--- config.mk ---
export PLATFORM = sky130hd
export DESIGN_NAME = uart_link_ctl
export DESIGN_NICKNAME = d
export VERILOG_FILES = /design/src/rtl/uart_link_pkg.sv /design/src/rtl/uart_link_ctl_retry_timer.sv /design/src/rtl/uart_link_ctl.sv
export SDC_FILE = /design/constraint.sdc
export NUM_CORES = 1
export LEC_CHECK = 0
export CAP_MARGIN = 20
export CELL_PAD_IN_SITES_DETAIL_PLACEMENT = 1
export CELL_PAD_IN_SITES_GLOBAL_PLACEMENT = 1
export CORE_MARGIN = 2
export CORE_UTILIZATION = 42
export DETAILED_ROUTE_END_ITERATION = 12
export PLACE_DENSITY_LB_ADDON = 0.1
export RECOVER_POWER = 25
export SLEW_MARGIN = 20
export SYNTH_ARGS = -nofsm -noshare
export SYNTH_HDL_FRONTEND = slang
export SYNTH_SLANG_ARGS = --single-unit
--- constraint.sdc ---
create_clock -name pclk -period 4.35 [get_ports pclk]
set_clock_uncertainty 0.15 [all_clocks]
set_input_delay 0.87 -clock pclk [delete_from_list [all_inputs] [get_ports pclk]]
set_output_delay 0.87 -clock pclk [all_outputs]
set_load 0.01 [all_outputs]
--- src/rtl/uart_link_pkg.sv ---
// Shared types and constants for the two-board UART game link controller.
package uart_link_pkg;

  typedef enum logic [2:0] {
    StIdle      = 3'd0,
    StWaitPeer  = 3'd1,
    StPlaying   = 3'd2,
    StSendScore = 3'd3,
    StWaitScore = 3'd4,
    StDone      = 3'd5
  } link_state_e;

  localparam logic [7:0]  MSG_START        = 8'h53;
  localparam int unsigned SCORE_FLAG       = 7;
  localparam int unsigned DEF_RETRY_CYCLES = 7_500_000;
  localparam int unsigned DEF_MAX_RETRIES  = 50;

  function automatic logic [7:0] score_frame(input logic [6:0] score);
    return {1'b1, score};
  endfunction

endpackage

--- src/rtl/uart_link_ctl_retry_timer.sv ---
// Retransmission timer: one-shot down-counter per attempt plus a count of resends.
module uart_link_ctl_retry_timer #(
  parameter int unsigned RETRY_CYCLES = 7_500_000,
  parameter int unsigned MAX_RETRIES  = 50
) (
  input  logic clk,
  input  logic rst,
  input  logic run,
  input  logic restart,
  input  logic clear,
  output logic expire,
  output logic exhausted
);

  localparam int unsigned TW = $clog2(RETRY_CYCLES + 1);
  localparam int unsigned CW = $clog2(MAX_RETRIES + 1);

  logic [TW-1:0] timer_q;
  logic [CW-1:0] retries_q;

  // Timer parks at zero once it fires, so only a fresh restart can arm it again.
  assign expire    = run && !restart && (timer_q == TW'(1));
  assign exhausted = expire && (retries_q == CW'(MAX_RETRIES));

  always_ff @(posedge clk) begin
    if (rst) begin
      timer_q   <= '0;
      retries_q <= '0;
    end else begin
      if (!run) begin
        timer_q <= '0;
      end else if (restart) begin
        timer_q <= TW'(RETRY_CYCLES);
      end else if (timer_q != '0) begin
        timer_q <= timer_q - TW'(1);
      end

      if (clear) begin
        retries_q <= '0;
      end else if (expire && !exhausted) begin
        retries_q <= retries_q + CW'(1);
      end
    end
  end

endmodule

--- src/rtl/uart_link_ctl.sv ---
// Sequences the start handshake and score exchange over a single UART byte channel.
module uart_link_ctl
  import uart_link_pkg::*;
#(
  parameter int unsigned RETRY_CYCLES = DEF_RETRY_CYCLES,
  parameter int unsigned MAX_RETRIES  = DEF_MAX_RETRIES
) (
  input  logic       pclk,
  input  logic       rst,
  input  logic       rect_clicked_play,
  input  logic       game_over,
  input  logic       restart,
  input  logic [6:0] my_score,
  input  logic       rx_valid,
  input  logic [7:0] rx_data,
  input  logic       tx_busy,
  output logic       tx_start,
  output logic [7:0] tx_data,
  output logic       uart_start,
  output logic [6:0] op_score,
  output logic       op_score_valid,
  output logic       link_err
);

  link_state_e state_q, state_d;
  logic        peer_ready_q, peer_ready_d;
  logic        req_start_q, req_start_d;
  logic        req_score_q, req_score_d;
  logic        req_echo_q, req_echo_d;
  logic [7:0]  echo_byte_q, echo_byte_d;
  logic [6:0]  op_score_q, op_score_d;
  logic        op_valid_q, op_valid_d;
  logic        link_err_q, link_err_d;
  logic        uart_start_q, uart_start_d;
  logic        tx_start_q, tx_start_d1_q;
  logic [7:0]  tx_data_q, tx_data_d;

  logic       rx_start, rx_score, rx_accept;
  logic [7:0] my_frame;
  logic       grant, grant_start, grant_score;
  logic [7:0] grant_byte;
  logic       run, timer_restart, expire, exhausted;

  assign rx_start  = rx_valid && (rx_data == MSG_START);
  assign rx_score  = rx_valid && rx_data[SCORE_FLAG];
  assign rx_accept = rx_start || rx_score;
  assign my_frame  = score_frame(my_score);

  // Two-cycle gap after a grant hides the latency of tx_busy rising in the byte core.
  always_comb begin
    grant      = 1'b0;
    grant_byte = '0;
    if (!tx_busy && !tx_start_q && !tx_start_d1_q && !link_err_q) begin
      if (req_echo_q) begin
        grant      = 1'b1;
        grant_byte = echo_byte_q;
      end else if (req_score_q) begin
        grant      = 1'b1;
        grant_byte = my_frame;
      end else if (req_start_q) begin
        grant      = 1'b1;
        grant_byte = MSG_START;
      end
    end
  end

  assign grant_start = grant && (grant_byte == MSG_START);
  assign grant_score = grant && (grant_byte == my_frame);

  assign run           = (state_q == StWaitPeer) || (state_q == StWaitScore);
  assign timer_restart = grant || rx_accept;

  uart_link_ctl_retry_timer #(
    .RETRY_CYCLES(RETRY_CYCLES),
    .MAX_RETRIES (MAX_RETRIES)
  ) u_retry_timer (
    .clk      (pclk),
    .rst      (rst),
    .run      (run),
    .restart  (timer_restart),
    .clear    (state_d != state_q),
    .expire   (expire),
    .exhausted(exhausted)
  );

  always_comb begin
    state_d      = state_q;
    peer_ready_d = peer_ready_q;
    req_start_d  = req_start_q;
    req_score_d  = req_score_q;
    req_echo_d   = req_echo_q;
    echo_byte_d  = echo_byte_q;
    op_score_d   = op_score_q;
    op_valid_d   = op_valid_q;
    link_err_d   = link_err_q;
    uart_start_d = 1'b0;
    tx_data_d    = grant ? grant_byte : tx_data_q;

    // One grant retires every pending request for the same byte.
    if (grant) begin
      if (echo_byte_q == grant_byte) req_echo_d = 1'b0;
      if (my_frame == grant_byte)    req_score_d = 1'b0;
      if (grant_byte == MSG_START)   req_start_d = 1'b0;
    end

    unique case (state_q)
      StIdle: begin
        if (rx_start) peer_ready_d = 1'b1;
        if (rect_clicked_play && !link_err_q) begin
          req_start_d = 1'b1;
          state_d     = StWaitPeer;
        end
      end
      StWaitPeer: begin
        if (expire) req_start_d = 1'b1;
        if (grant_start && peer_ready_q) begin
          uart_start_d = 1'b1;
          state_d      = StPlaying;
        end else if (rx_start) begin
          peer_ready_d = 1'b1;
          req_start_d  = 1'b1;
        end
      end
      StPlaying: begin
        if (rx_start) begin
          req_echo_d  = 1'b1;
          echo_byte_d = MSG_START;
        end
        if (rx_score) begin
          op_score_d = rx_data[6:0];
          op_valid_d = 1'b1;
        end
        if (game_over) state_d = StSendScore;
      end
      StSendScore: begin
        req_score_d = 1'b1;
        state_d     = StWaitScore;
        if (rx_score) begin
          op_score_d = rx_data[6:0];
          op_valid_d = 1'b1;
        end
      end
      StWaitScore: begin
        if (expire) req_score_d = 1'b1;
        if (rx_score) begin
          op_score_d = rx_data[6:0];
          op_valid_d = 1'b1;
          state_d    = StDone;
        end else if (op_valid_q && grant_score) begin
          state_d = StDone;
        end
      end
      StDone: begin
        if (rx_score) begin
          req_echo_d  = 1'b1;
          echo_byte_d = my_frame;
          if (rx_data[6:0] != op_score_q) op_score_d = rx_data[6:0];
        end
        if (restart) begin
          op_valid_d   = 1'b0;
          peer_ready_d = 1'b0;
          state_d      = StIdle;
        end
      end
      default: state_d = StIdle;
    endcase

    if (exhausted) begin
      link_err_d  = 1'b1;
      state_d     = StIdle;
      req_start_d = 1'b0;
      req_score_d = 1'b0;
      req_echo_d  = 1'b0;
    end
  end

  always_ff @(posedge pclk) begin
    if (rst) begin
      state_q       <= StIdle;
      peer_ready_q  <= 1'b0;
      req_start_q   <= 1'b0;
      req_score_q   <= 1'b0;
      req_echo_q    <= 1'b0;
      echo_byte_q   <= '0;
      op_score_q    <= '0;
      op_valid_q    <= 1'b0;
      link_err_q    <= 1'b0;
      uart_start_q  <= 1'b0;
      tx_start_q    <= 1'b0;
      tx_start_d1_q <= 1'b0;
      tx_data_q     <= '0;
    end else begin
      state_q       <= state_d;
      peer_ready_q  <= peer_ready_d;
      req_start_q   <= req_start_d;
      req_score_q   <= req_score_d;
      req_echo_q    <= req_echo_d;
      echo_byte_q   <= echo_byte_d;
      op_score_q    <= op_score_d;
      op_valid_q    <= op_valid_d;
      link_err_q    <= link_err_d;
      uart_start_q  <= uart_start_d;
      tx_start_q    <= grant;
      tx_start_d1_q <= tx_start_q;
      tx_data_q     <= tx_data_d;
    end
  end

  assign tx_start       = tx_start_q;
  assign tx_data        = tx_data_q;
  assign uart_start     = uart_start_q;
  assign op_score       = op_score_q;
  assign op_score_valid = op_valid_q;
  assign link_err       = link_err_q;

endmodule

==> results.sh <==
export IMPL_dp_hpwl_um=6670
export IMPL_fp_dieW_um=95.3
export IMPL_p_leak_nw=1.59
export IMPL_synthCells=411
export IMPL_timing_final_crit_share_pct=84.8
export IMPL_rows=33
export IMPL_violations="max-capacitance violations, max-slew violations"
export IMPL_synth_nets=437
export IMPL_clock_path_buffers=2
export IMPL_root_buffer="clkbuf_8"
export IMPL_synthArstFlopShare_pct=0
export IMPL_gp_congestion=0.825
export IMPL_drive_gt1_share_pct=8.83
export IMPL_postCtsHoldBufs=0
export IMPL_cts_buffers=9
export IMPL_cts_tree="built"
export IMPL_regArea_sq_um=1280
export IMPL_hold_violations=0
export IMPL_power_density_nw_per_um2=414
export IMPL_antenna_cells=0
export IMPL_fill_cells=956
export IMPL_ys_dominant_reg_cell="dfxtp_1"
export IMPL_drtIter0Drc=68
export IMPL_die_area_sq_um=9090
export IMPL_cp_required_ns=4.43
export IMPL_clock_latency_ns=0.35
export IMPL_syn_area_per_cell_sq_um=8.53
export IMPL_synth_edff_count=0
export IMPL_cap_violations=1
export IMPL_start_kind="input port"
export IMPL_numPortBuffers=40
export IMPL_area_growth_pct=20.3
export IMPL_rsz0062_at_grt="false"
export IMPL_ant_nets=0
export IMPL_nets=474
export IMPL_critPathKind="in2reg"
export IMPL_synth_cell_type_count=66
export IMPL_htreeDepth=3
export IMPL_cp_end_kind="register"
export IMPL_post_cts_resized=0
export IMPL_dr_pass1_iters=4
export IMPL_synth_area_sq_um=3500
export IMPL_first_global_vias=3141
export IMPL_cts_setup_buffers=0
export IMPL_gr_total_overflow=0
export IMPL_finalSetupViolCount=0
export IMPL_ir_drop_uv=238
export IMPL_grt_usage_pct=21.8
export IMPL_vias=3156
export IMPL_fmax_mhz=271
export IMPL_final_setup_tns_ns=0
export IMPL_reg2reg_slack_ns=0.97
export IMPL_drt_wl_total_um=9370
export IMPL_start_util_pct=43.1
export IMPL_min_period_ns=3.69
export IMPL_hp_class="reg2reg"
export IMPL_place_ws_ns=0.295
export IMPL_via_per_inst=5.66
export IMPL_outcome="complete, but fails checks"
export IMPL_core_area_sq_um=8130
export IMPL_remaining_drc_errors=0
export IMPL_synth_seq_cells=64
export IMPL_die_y_um=95.3
export IMPL_grt_first_pass_wirelength_um=15500
export IMPL_wl_per_cell_um=16.8
export IMPL_numClockSinks=64
export IMPL_slew_violations=39
export IMPL_clkTransAtPathRegs_ns=0.08
export IMPL_tightest_slew_ns=1.71
export IMPL_ys_seq_area_share_pct=36.6
export IMPL_setup_slack_ns=0.662
export IMPL_critPathArrivalTime_ns=3.77
export IMPL_ys_warn_count=0
export IMPL_antenna_found_initial=0
export IMPL_worstPathMaxFanout=7
export IMPL_maxSlewHeadroom_pct=-13.9
export IMPL_ios=41
export IMPL_multiInputGateArea_sq_um=2090
export IMPL_grt_start_max_net_pins=39
-- placed cells by master, fill, tap and decap left out, types with 3 or more instances in the layout --
master and instances:
nor2b_1 6, o41ai_1 3, xor2_1 18, nand3_1 14
o221a_2 3, ha_1 4, xnor2_1 21, inv_1 13
dfxtp_1 64, nand2_1 18, clkdlybuf4s50_1 23, nand4_1 5
a22oi_1 9, o21ai_0 13, nor3b_1 5, nor4_1 11
or3_1 4, nor2_1 55, or2_2 3, buf_4 3
dlygate4sd3_1 17, clkbuf_8 9, mux2i_1 13, a21oi_1 30
a211oi_1 4, and3_1 4, nand2b_1 3, a31oi_1 3
o21a_1 4, nor3_1 16
-- worst max-delay path, cell delays in order --
cell and delay, ns:
clkdlybuf4s50_1 0.43, or4_1 0.51, buf_4 0.19, a21oi_1 0.30, a32o_1 0.23, a21oi_1 0.06
nor4_1 0.54, a41oi_4 0.29, mux2_4 0.35
-- path summary, 6_finish.rpt --
| path | start | endpoint | cells past startpoint |
|---|---|---|---|
| worst max-delay path | tx_busy | u_retry_timer.retries_q[1]$_SDFFE_PP0P_ | 9 |
| worst min-delay path | tx_data[0]$_SDFFE_PP0N_ | tx_data[0]$_SDFFE_PP0N_ | 2 |
| worst max register to register | req_echo_q$_SDFF_PP0_ | u_retry_timer.retries_q[1]$_SDFFE_PP0P_ | 7 |
| worst min register to register | tx_data[0]$_SDFFE_PP0N_ | tx_data[0]$_SDFFE_PP0N_ | 2 |
-- per-layer routing --
metal	wire length (um)	vias up	global-route usage (%)
met5	0	-	0
met4	102	0	6.04
met3	337	9	4.58
met2	4360	53	35.5
met1	4570	1527	29.2
li1	-	1567	-
-- kinds of logic after synthesis --
logic type | count (synthesis) | share of synthesized area [%]
flip-flops | 64 | 36.6
XOR/XNOR | 39 | 9.75
buffers and inverters | 32 | 3.82
AND/OR/NAND/NOR | 164 | 25.3
adder cells (fa/ha/maj) | 4 | 1.43
AO/OA/AOI/OAI | 92 | 18.3
multiplexers | 16 | 4.89
-- state kept, by name (all words and copies together), names as in the netlist --
name and flops:
echo_byte_q 8, link_err 1, op_score 7, op_score_valid 1, peer_ready_q 1, req_echo_q 1
req_score_q 1, req_start_q 1, state_q 3, tx_data 8, tx_start 1, tx_start_d1_q 1
u_retry_timer.retries_q 6, u_retry_timer.timer_q 23, uart_start 1
-- report_power, final --
part,internal (W),switching [W],leakage [nW]
clock network,0.000323,0.000253,0.110
registers,0.000614,0.0000329,0.518
logic,0.000229,0.000295,0.959
-- final cells by class --
class | instances | share of cell area [%]
Clock inverter | 7 | 2.26
Clock buffer | 9 | 2.94
Timing Repair Buffer | 45 | 10.6
Inverter | 13 | 1.16
Sequential cell | 64 | 30.4
Multi-Input combinational cell | 315 | 49.6
Tap cell | 105 | 3.12
-- synthesized netlist by cell type (2+ instances only) --
master,instances,area (sq um)
and2_1,2,12.5
a2bb2oi_1,2,17.5
xnor2_1,21,184
inv_1,13,48.8
or2_2,3,18.8
o21ai_0,13,65.1
nand3_1,14,70.1
a31oi_1,3,18.8
xor2_1,18,158
o22ai_1,2,12.5
mux2_4,2,30.0
a21oi_1,30,150
and3_1,4,25.0
clkbuf_1,13,48.8
a41o_1,2,20.0
nor3_1,16,80.1
or4_1,2,15.0
buf_4,3,22.5
nor4_1,11,68.8
dfxtp_1,64,1280
or3_1,4,25.0
o21a_1,4,30.0
or3b_2,2,17.5
nand4_1,5,31.3
a22oi_1,9,67.6
and3b_1,2,17.5
a311oi_1,2,17.5
nor3b_1,5,37.5
ha_1,4,50.1
o221a_2,3,33.8
or4_4,2,22.5
buf_2,2,10.0
o41ai_1,3,26.3
nand2b_1,3,18.8
a211oi_1,4,30.0
nand2_1,18,67.6
nor2_1,55,206
nor2b_1,6,37.5
mux2i_1,13,130
-- metrics by stage --
step / util (%) / power (W) / instances / hold slack (ns) / cell area, sq um
4_1_cts: 51.9 / 0.00176 / 558 / 0.323 / 4220
3_3_place_gp: 49.2 / 0.00116 / 542 / 0.303 / 4000
3_5_place_dp: 49.2 / 0.00118 / 542 / 0.312 / 4000
6_report: 51.8 / 0.00175 / 558 / 0.310 / 4220
5_1_grt: 51.8 / 0.00185 / 558 / 0.348 / 4220
2_1_floorplan: - / 0.00105 / 411 / 0.290 / 3500
No activity file was read; power rests on OpenSTA's default activity.
